<file path="src/rtl/traffic_pkg.sv">
// Shared phase codes, lamp encodings and road identifiers for the intersection phase scheduler.
package traffic_pkg;

    typedef logic [2:0] phase_t;

    localparam phase_t PH_CLR_NS = 3'd0;
    localparam phase_t PH_NS_GRN = 3'd1;
    localparam phase_t PH_NS_YEL = 3'd2;
    localparam phase_t PH_CLR_EW = 3'd3;
    localparam phase_t PH_EW_GRN = 3'd4;
    localparam phase_t PH_EW_YEL = 3'd5;
    localparam phase_t PH_WALK   = 3'd6;

    // Lamp triples are ordered {red, yellow, green}
    typedef logic [2:0] lamp_t;

    localparam lamp_t LAMP_RED    = 3'b100;
    localparam lamp_t LAMP_YELLOW = 3'b010;
    localparam lamp_t LAMP_GREEN  = 3'b001;

    localparam logic ROAD_NS = 1'b0;
    localparam logic ROAD_EW = 1'b1;

    function automatic lamp_t road_lamp(input phase_t ph, input phase_t grn, input phase_t yel);
        if (ph == grn) begin
            return LAMP_GREEN;
        end else if (ph == yel) begin
            return LAMP_YELLOW;
        end
        return LAMP_RED;
    endfunction

endpackage

</file>
<file path="src/rtl/phase_timer.sv">
// Per-phase tick counter: clears on phase change, counts ticks, saturates at limit-1.
module phase_timer #(
    parameter int unsigned CNT_W = 8
) (
    input  logic             clk,
    input  logic             reset_n,
    input  logic             clear,
    input  logic             tick,
    input  logic [CNT_W-1:0] limit,
    output logic [CNT_W-1:0] count,
    output logic             done
);

    logic [CNT_W-1:0] count_q;
    logic [CNT_W-1:0] last;
    logic             at_last;

    assign last    = limit - {{(CNT_W-1){1'b0}}, 1'b1};
    assign at_last = (count_q == last);

    always_ff @(posedge clk or negedge reset_n) begin
        if (!reset_n) begin
            count_q <= '0;
        end else if (clear) begin
            count_q <= '0;
        end else if (tick && !at_last) begin
            count_q <= count_q + {{(CNT_W-1){1'b0}}, 1'b1};
        end
    end

    assign count = count_q;
    assign done  = tick && at_last;

endmodule

</file>
<file path="src/rtl/intersection_phase_scheduler.sv">
// Two-road NS/EW intersection sequencer with min/max green, yellow and all-red clearance.
// Optional pedestrian walk phase is built only when PED_WALK_EN is defined.
module intersection_phase_scheduler
    import traffic_pkg::*;
#(
    parameter int unsigned CNT_W       = 8,
    parameter int unsigned T_RED_CLR   = 2,
    parameter int unsigned T_YELLOW    = 10,
    parameter int unsigned T_MIN_GREEN = 15,
    parameter int unsigned T_MAX_GREEN = 60,
    parameter int unsigned T_WALK      = 20
) (
    input  logic       clk,
    input  logic       reset_n,
    input  logic       tick,
    input  logic       ns_req,
    input  logic       ew_req,
    input  logic       ped_req,
    output logic       ns_red,
    output logic       ns_yellow,
    output logic       ns_green,
    output logic       ew_red,
    output logic       ew_yellow,
    output logic       ew_green,
    output logic       walk,
    output logic [2:0] phase
);

    localparam logic [CNT_W-1:0] MIN_LAST = CNT_W'(T_MIN_GREEN - 1);

    phase_t           phase_q, phase_d;
    logic             ns_pend_q, ns_pend_d;
    logic             ew_pend_q, ew_pend_d;
    logic             ped_go;
    logic             next_road;
    logic [CNT_W-1:0] limit;
    logic [CNT_W-1:0] count;
    logic             done;
    logic             ns_exit, ew_exit;
    logic             phase_chg;

    always_comb begin
        limit = CNT_W'(T_RED_CLR);
        case (phase_q)
            PH_NS_GRN, PH_EW_GRN: limit = CNT_W'(T_MAX_GREEN);
            PH_NS_YEL, PH_EW_YEL: limit = CNT_W'(T_YELLOW);
            PH_WALK:              limit = CNT_W'(T_WALK);
            default:              limit = CNT_W'(T_RED_CLR);
        endcase
    end

    phase_timer #(
        .CNT_W(CNT_W)
    ) u_timer (
        .clk    (clk),
        .reset_n(reset_n),
        .clear  (phase_chg),
        .tick   (tick),
        .limit  (limit),
        .count  (count),
        .done   (done)
    );

    // In green the timer limit is T_MAX_GREEN, so done doubles as the max-out strobe
    assign ns_exit = ew_pend_q && ((tick && count >= MIN_LAST && !ns_req) || done);
    assign ew_exit = ns_pend_q && ((tick && count >= MIN_LAST && !ew_req) || done);

    always_comb begin
        phase_d = phase_q;
        case (phase_q)
            PH_CLR_NS: if (done)    phase_d = ped_go ? PH_WALK : PH_NS_GRN;
            PH_NS_GRN: if (ns_exit) phase_d = PH_NS_YEL;
            PH_NS_YEL: if (done)    phase_d = PH_CLR_EW;
            PH_CLR_EW: if (done)    phase_d = ped_go ? PH_WALK : PH_EW_GRN;
            PH_EW_GRN: if (ew_exit) phase_d = PH_EW_YEL;
            PH_EW_YEL: if (done)    phase_d = PH_CLR_NS;
            PH_WALK:   if (done)    phase_d = (next_road == ROAD_NS) ? PH_NS_GRN : PH_EW_GRN;
            default:                phase_d = PH_CLR_NS;
        endcase
    end

    assign phase_chg = (phase_d != phase_q);

    // Entry into the road's own green clears its flag even if the sensor is still active
    always_comb begin
        ns_pend_d = ns_pend_q;
        if (phase_d == PH_NS_GRN && phase_q != PH_NS_GRN) begin
            ns_pend_d = 1'b0;
        end else if (ns_req && phase_q != PH_NS_GRN) begin
            ns_pend_d = 1'b1;
        end
        ew_pend_d = ew_pend_q;
        if (phase_d == PH_EW_GRN && phase_q != PH_EW_GRN) begin
            ew_pend_d = 1'b0;
        end else if (ew_req && phase_q != PH_EW_GRN) begin
            ew_pend_d = 1'b1;
        end
    end

    always_ff @(posedge clk or negedge reset_n) begin
        if (!reset_n) begin
            phase_q   <= PH_CLR_NS;
            ns_pend_q <= 1'b0;
            ew_pend_q <= 1'b0;
        end else begin
            phase_q   <= phase_d;
            ns_pend_q <= ns_pend_d;
            ew_pend_q <= ew_pend_d;
        end
    end

`ifdef PED_WALK_EN
    logic ped_pend_q, ped_pend_d;
    logic next_road_q, next_road_d;

    always_comb begin
        ped_pend_d = ped_pend_q;
        if (phase_d == PH_WALK && phase_q != PH_WALK) begin
            ped_pend_d = 1'b0;
        end else if (ped_req && phase_q != PH_WALK) begin
            ped_pend_d = 1'b1;
        end
        next_road_d = next_road_q;
        if (phase_d == PH_WALK && phase_q != PH_WALK) begin
            next_road_d = (phase_q == PH_CLR_EW) ? ROAD_EW : ROAD_NS;
        end
    end

    always_ff @(posedge clk or negedge reset_n) begin
        if (!reset_n) begin
            ped_pend_q  <= 1'b0;
            next_road_q <= ROAD_NS;
        end else begin
            ped_pend_q  <= ped_pend_d;
            next_road_q <= next_road_d;
        end
    end

    assign ped_go    = ped_pend_q;
    assign next_road = next_road_q;
    assign walk      = (phase_q == PH_WALK);
`else
    logic unused_ped_req;

    assign unused_ped_req = ped_req;
    assign ped_go         = 1'b0;
    assign next_road      = ROAD_NS;
    assign walk           = 1'b0;
`endif

    assign {ns_red, ns_yellow, ns_green} = road_lamp(phase_q, PH_NS_GRN, PH_NS_YEL);
    assign {ew_red, ew_yellow, ew_green} = road_lamp(phase_q, PH_EW_GRN, PH_EW_YEL);
    assign phase = phase_q;

endmodule
</file>
<file path="config.mk">
export PLATFORM = sky130hd
export DESIGN_NAME = intersection_phase_scheduler
export DESIGN_NICKNAME = d
export VERILOG_FILES = /design/src/rtl/traffic_pkg.sv /design/src/rtl/phase_timer.sv /design/src/rtl/intersection_phase_scheduler.sv
export SDC_FILE = /design/constraint.sdc
export NUM_CORES = 1
export LEC_CHECK = 0
export CELL_PAD_IN_SITES_DETAIL_PLACEMENT = 2
export CELL_PAD_IN_SITES_GLOBAL_PLACEMENT = 2
export CORE_UTILIZATION = 29
export DETAILED_ROUTE_END_ITERATION = 6
export HOLD_SLACK_MARGIN = 0.1
export PLACE_DENSITY = 0.8
export SKIP_LAST_GASP = 1
export SLEW_MARGIN = 10
export SYNTH_ARGS = -nofsm -noshare
export SYNTH_HDL_FRONTEND = slang
export SYNTH_SLANG_ARGS = --single-unit
</file>
<file path="constraint.sdc">
create_clock -name clk -period 2.8 [get_ports clk]
set_clock_uncertainty 0.1 [all_clocks]
set_input_delay 0.56 -clock clk [delete_from_list [all_inputs] [get_ports clk]]
set_output_delay 0.56 -clock clk [all_outputs]
set_load 0.02 [all_outputs]
</file>
Yosys cells after proc, flatten, opt, wreduce, memory -nomap -nowiden --
Index checks and enable logic that the tools add are counted.
Cells by class: add/sub/neg operators 2, magnitude comparators 1, equality and inequality tests 12, mux-type cells 24, reductions and logical operators 23
Operators with widths (count):
- $mux 3 | 12
- $pmux 3 s6 | 1
- $pmux 6 s3 | 1
- $mux 8 | 2
- $eq 3x3->1 const B | 4
- $logic_and 1x1->1 | 11
- $add 8x1->8 const B | 1
- $eq 8x8->1 | 1
- $ge 8x4->1 const B | 1
- $mux 1 | 8
- $sub 6x1->7 const B | 1
- $eq 3x1->1 const B | 2
- $eq 3x2->1 const B | 2
- $reduce_bool 2->1 | 3
- $reduce_or 2->1 | 3
- $logic_not 1->1 | 3
- $logic_not 3->1 | 1
- $ne 3x1->1 const B | 1
- $ne 3x3->1 | 1
- $ne 3x3->1 const B | 1
- $logic_or 1x1->1 | 2
Storage, ports and cells: flip-flop bits (word level) 13, bits of input ports 6, output and inout port bits 10, logic and storage cells 66

Logic depth before layout (Yosys ltp) --
depth in word-level cells 13, gate-level depth with buffers 13, gate-level depth less buffers 11

Hierarchy --
From an unflattened synthesis, not the netlist that was laid out.
Second synthesis, totals: cell total of the unflattened synthesis 141, area total of the unflattened synthesis 1169.9 sq um
By module, submodules not included:
- phase_timer | times used 1, cells each 81, area an instance 679.4 sq um, seq. area each 200.2 sq um
- intersection_phase_scheduler | times used 1, cells each 60, area an instance 490.5 sq um, seq. area each 125.1 sq um

Worst setup path after synthesis --
No wires, ideal clock.
path kind reg-to-reg, from register phase_q[2] (netlist: phase[2]), to register u_timer.count_q[1] (netlist: u_timer.count[1]), library setup time 0.099 ns, data arrival time 2.882 ns, required time 2.601 ns, path slack -0.281 ns, cell stages (with the launch flop) 14, buffers on the path 2, clock period less this slack 3.081 ns, cell sequence dfrtp_1 or3b_1 buf_4 inv_2 nor2_1 inv_1 ha_1 o21bai_1 a2111oi_0 a211oi_2 buf_4 a22oi_1 a211oi_4 a311oi_1
On the way: cells in the longest elaborated chain, start to end 12, elaborated cells between the ends (all ways) 30, those cells by class 1 x add/sub; 8 x eq/ne; 9 x mux; 12 x reduce/logical
Ends and longest elaborated chain:
- start: declaration | line intersection_phase_scheduler.sv:31 | phase_t phase_q, phase_d;
- start signal: assignment | line intersection_phase_scheduler.sv:106 | phase_q <= phase_d;
- $eq 3x2->1 (tied with other cells) | line intersection_phase_scheduler.sv:44, intersection_phase_scheduler.sv:70
- $reduce_or 2->1 | line intersection_phase_scheduler.sv:44 | case (phase_q)
- $pmux 6 s3 | line intersection_phase_scheduler.sv:44
- $sub 6x1->7 | line phase_timer.sv:18 | assign last = limit - {{(CNT_W-1){1'b0}}, 1'b1};
- $eq 8x8->1 | line phase_timer.sv:19 | assign at_last = (count_q == last);
- $logic_and 1x1->1 | line phase_timer.sv:32 | assign done = tick && at_last;
- $logic_or 1x1->1, on equally long branches | line intersection_phase_scheduler.sv:66, intersection_phase_scheduler.sv:65
- $logic_and 1x1->1, on equally long branches | line intersection_phase_scheduler.sv:66, intersection_phase_scheduler.sv:65
- $mux 3, on equally long branches | line intersection_phase_scheduler.sv:75, intersection_phase_scheduler.sv:72
- $pmux 3 s6 | line intersection_phase_scheduler.sv:70 | case (phase_q)
- $ne 3x3->1 | line intersection_phase_scheduler.sv:82 | assign phase_chg = (phase_d != phase_q);
- $mux 8 / $reduce_bool 2->1 (equally long branches)
- end signal: assignment | line phase_timer.sv:27 | count_q <= count_q + {{(CNT_W-1){1'b0}}, 1'b1};
- end: declaration | line phase_timer.sv:14 | logic [CNT_W-1:0] count_q;
Parallel ways exist; a longest one is shown, timed or not. A chain may end at the register's enable or synchronous reset.

Final worst setup path --
from register phase_q[2] (netlist: phase[2]), to register ew_pend_q
On the way: cells in the longest elaborated chain, start to end 13, elaborated cells between the ends (all ways) 31, those cells by class 1 x add/sub; 9 x eq/ne; 9 x mux; 12 x reduce/logical
Ends and longest elaborated chain:
- $eq 3x2->1 (tied with other cells) | line intersection_phase_scheduler.sv:44, intersection_phase_scheduler.sv:70
- $reduce_or 2->1 | line intersection_phase_scheduler.sv:44
- $pmux 6 s3 | line intersection_phase_scheduler.sv:44
- $sub 6x1->7 | line phase_timer.sv:18
- $eq 8x8->1 | line phase_timer.sv:19
- $logic_and 1x1->1 | line phase_timer.sv:32
- $logic_or 1x1->1, on equally long branches | line intersection_phase_scheduler.sv:66, intersection_phase_scheduler.sv:65
- $logic_and 1x1->1, on equally long branches | line intersection_phase_scheduler.sv:66, intersection_phase_scheduler.sv:65
- $mux 3, on equally long branches | line intersection_phase_scheduler.sv:75, intersection_phase_scheduler.sv:72
- $pmux 3 s6 (*) | line intersection_phase_scheduler.sv:70
- net phase_d[0] | line intersection_phase_scheduler.sv:31
- $eq 3x3->1 (*) | line intersection_phase_scheduler.sv:93 | if (phase_d == PH_EW_GRN && phase_q != PH_EW_GRN) begin
- $logic_and 1x1->1 (*) | line intersection_phase_scheduler.sv:93
- $mux 1 / $reduce_bool 2->1 (equally long branches)
- end signal: assignment | line intersection_phase_scheduler.sv:108 | ew_pend_q <= ew_pend_d;
- end: declaration | line intersection_phase_scheduler.sv:33 | logic ew_pend_q, ew_pend_d;
The timed path passes the listed nets; every way through them passes the cells marked *.

==> results.tsv <==
metric	value	unit
status	complete, but fails checks	
violations	negative setup slack	
row_count	21	
slew_viol_final	0	
place_area	1363	um2
ir_drop	0.4284	mV
r2r-end	ew_pend_q$_DFFE_PN0P_	
coreArea	3442	um2
n_antenna_cell	0	
numCtsBuffers	3	
hold_depth	2	
grt_max_degree	18	
ys.flop_type	dfrtp_1	
synth_fp_nets	134	
ys_seq_elements	13	
fill_cells	374	
synth.area.top_cells	dfrtp_1 30%, nor2_1 5.2%, a21oi_1 3.7%	
crit_slowest_cell	or3b_4	
hold_path_class	flip-flop to flip-flop	
dpl_worst_slack	-283.6	ps
drv_cap	0	
yosysUniqueCellTypes	51	
fin_util	46.27	%
endpoint_kind	flip-flop	
final_area	1593	um2
min_from	u_timer.count[6]$_DFFE_PN0P_	
synth_mux_area_share	0.9302	%
cts_sinks	13	
crit_path_max_fanout	4	
crit_chain	or3b_4, inv_8, nor2_4, inv_2, ha_4, buf_4, xnor2_2, xnor3_1, and3_4, and2_4, a211o_1, o22a_1	
clkPwrFrac	9.8	%
grt_usage	21.22	%
grt_antenna_before_repair	0	
intPower	0.9586	mW
synth_top_family_by_area	compound AO/OA/AOI/OAI gates	
r2r_cells	12	
place_hpwl	2.624	mm
finalSetupViolCount	8	
cts_tree	built	
clk_pin_slew	60	ps
drt_wl_total	3.862	mm
hold_buffers	0	
r2r_slack	-60	ps
fin_crit	2857	ps
routedWlPerCell	19.60	um
syn_inst	125	
finalWeightedCongestion	0.8425	
synth_adder_area_share	3.488	%
p_leak	0.6118	nW
grt_pass1_vias	1226	
cp.arrival	2890	ps
fin_ws	-56.73	ps
grt_first_pass_wirelength	6.396	mm
io_buffers	13	
yosys.area_share.simple	23.72	%
final_nets	161	
ant_nets	0	
area_growth	48.02	%
drc	0	
slew_headroom	58.08	%
min_to	u_timer.count[6]$_DFFE_PN0P_	
die_h	62.92	um
ios	16	
regToRegStartpoint	phase[2]$_DFF_PN0_	
finalPower	1.773	mW
crit_required	2830	ps
max-clock-path-buffers	2	
h-tree-depth	1	
drive_gt1_share	37.09	%
comb_power_share	72.3	%
yosysSeqAreaShare	30.23	%
setup-tns-final	-274.8	ps
syn_area_per_cell	8.608	um2
slowest_delay	450	ps
p_sw_share	45.95	%
yosys.area.top_type	dfrtp_1	
overflow	0	
worstMarginPinSlew	626.8	ps
yosysTopAreaCellShare	30.23	%
cp_num_buf_inv	3	
rsz0062_at_grt	yes	
die_w	62.92	um
die_area	3958	um2
critical-path-top-delay-family	simple AND/OR/NAND/NOR gates	
hold_viol	0	
clock_latency	250	ps
period_share	102.0	%
firstDrtPassIters	4	
switchingPower	0.8148	mW
power_frac_seq	17.9	%
synth_compound_area_share	25.70	%
initial_core_util	31.26	%
syn_area	1076	um2
via_per_inst	5.437	
num_vias	1071	
yosys.area_share.xor_xnor	7.791	%
drt_iter0_markers	19	
cp-start-kind	flip-flop	
synthArstFlopShare	100.0	%
root_buffer	clkbuf_8	
fmax	0.3501	GHz
crit_type	flip-flop to flip-flop	
yosys_warnings	0	
synth_edf_count	0	
power_density	1113	nW/um2
## power by group through the flow
stage / logic (mW) / clock network [mW] / registers, mW
global route: 1.37 / 0.183 / 0.324
global placement: 0.940 / 0 / 0.302
floorplan: 0.606 / 0 / 0.317
finish: 1.28 / 0.174 / 0.318
CTS: 1.24 / 0.178 / 0.311
detailed placement: 0.990 / 0 / 0.309
## placed cells by master (no fill, tap or decap), types with 2 or more instances in the layout
| cell type | n |
|---|---|
| nand4_1 | 3 |
| nor2b_1 | 2 |
| xor2_1 | 2 |
| a211oi_4 | 2 |
| nor2_2 | 2 |
| nor3_1 | 4 |
| nor2_1 | 10 |
| inv_1 | 5 |
| nand2_1 | 6 |
| clkdlybuf4s50_1 | 13 |
| o21ai_0 | 2 |
| buf_4 | 14 |
| dfrtp_2 | 2 |
| a21oi_2 | 3 |
| buf_6 | 4 |
| o31ai_1 | 2 |
| ha_1 | 2 |
| xnor2_1 | 3 |
| dfrtp_1 | 11 |
| o211ai_1 | 2 |
| a2111oi_4 | 2 |
| a221o_1 | 2 |
| a211o_1 | 3 |
| nor2_4 | 3 |
| clkbuf_8 | 3 |
| a21oi_1 | 5 |
| and2_4 | 3 |
## layout make-up
class                      count  area (um2)  area share (%)
multi-input combinational     95       828.3           52.00
sequential                    13       327.8           20.58
timing repair buffer          32       300.3           18.85
tap                           46       57.56           3.614
clock buffer                   4       45.04           2.828
inverter                       7       33.78           2.121
## worst register-to-register path, stage by stage (launching register included)
cell and delay (ps):
dfrtp_2 420, or3b_4 450, inv_8 70, nor2_4 40, inv_2 60, ha_4 170, buf_4 130, xnor2_2 100
xnor3_1 280, and3_4 190, and2_4 180, a211o_1 350, o22a_1 220
## worst max path at each step
stage | startpoint | to | cells past startpoint | slack [ps]
2_1_floorplan | phase[2]$_DFF_PN0_ | u_timer.count[6]$_DFFE_PN0P_ | 12 | -60
3_3_place_gp | phase[2]$_DFF_PN0_ | u_timer.count[6]$_DFFE_PN0P_ | 12 | -150
3_5_place_dp | phase[2]$_DFF_PN0_ | u_timer.count[6]$_DFFE_PN0P_ | 12 | -280
4_1_cts | phase[2]$_DFF_PN0_ | ns_pend_q$_DFFE_PN0P_ | 12 | -60
5_1_grt | phase[2]$_DFF_PN0_ | u_timer.count[4]$_DFFE_PN0P_ | 13 | -160
6_report | phase[2]$_DFF_PN0_ | ew_pend_q$_DFFE_PN0P_ | 12 | -60
## synth_stat cells, types with 2 or more instances
cell type and n:
a211o_1 3, a21oi_1 8, a221o_1 2, and2_1 2
and3_1 2, buf_4 5, clkbuf_1 3, dfrtp_1 13
ha_1 3, inv_1 6, nand2_1 6, nand4_1 3
nor2_1 15, nor2b_1 4, nor3_1 4, o211ai_1 2
o21ai_0 2, o21bai_1 2, o31ai_1 2, or4_1 2
xnor2_1 4, xor2_1 3
## per-stage QoR
step	instances	hold WS, ps
2_1_floorplan	125	164.4
3_3_place_gp	189	441.7
3_5_place_dp	189	444.6
4_1_cts	196	498.2
5_1_grt	197	527.1
6_report	197	510.4
## registers in the layout (all words and copies together), names as in the netlist
| name | flops |
|---|---|
| ew_pend_q | 1 |
| ns_pend_q | 1 |
| phase | 3 |
| u_timer.count | 8 |
## per-layer routing
metal	up-vias	share of wire, %	global-route usage [%]
met2	17	50	37.63
met4	0	1.8	7.267
li1	505	-	-
met3	9	2.3	3.650
met1	540	46	25.39
met5	-	0	0
## logic make-up after synthesis
kind of cell / Yosys count
AND/OR/NAND/NOR: 47
XOR/XNOR: 8
other: 1
multiplexers: 1
adder cells (fa/ha/maj): 3
AO/OA/AOI/OAI: 35
flip-flops: 13
buffers and inverters: 17
## repair_timing
| item | CTS | global route |
|---|---|---|
| setup buffers | 4 | 1 |
| pin swaps | 16 | 19 |
| resized for setup | 25 | 6 |
| setup endpoints to repair | 13 | 13 |
Power figures use the tool's default switching activity.
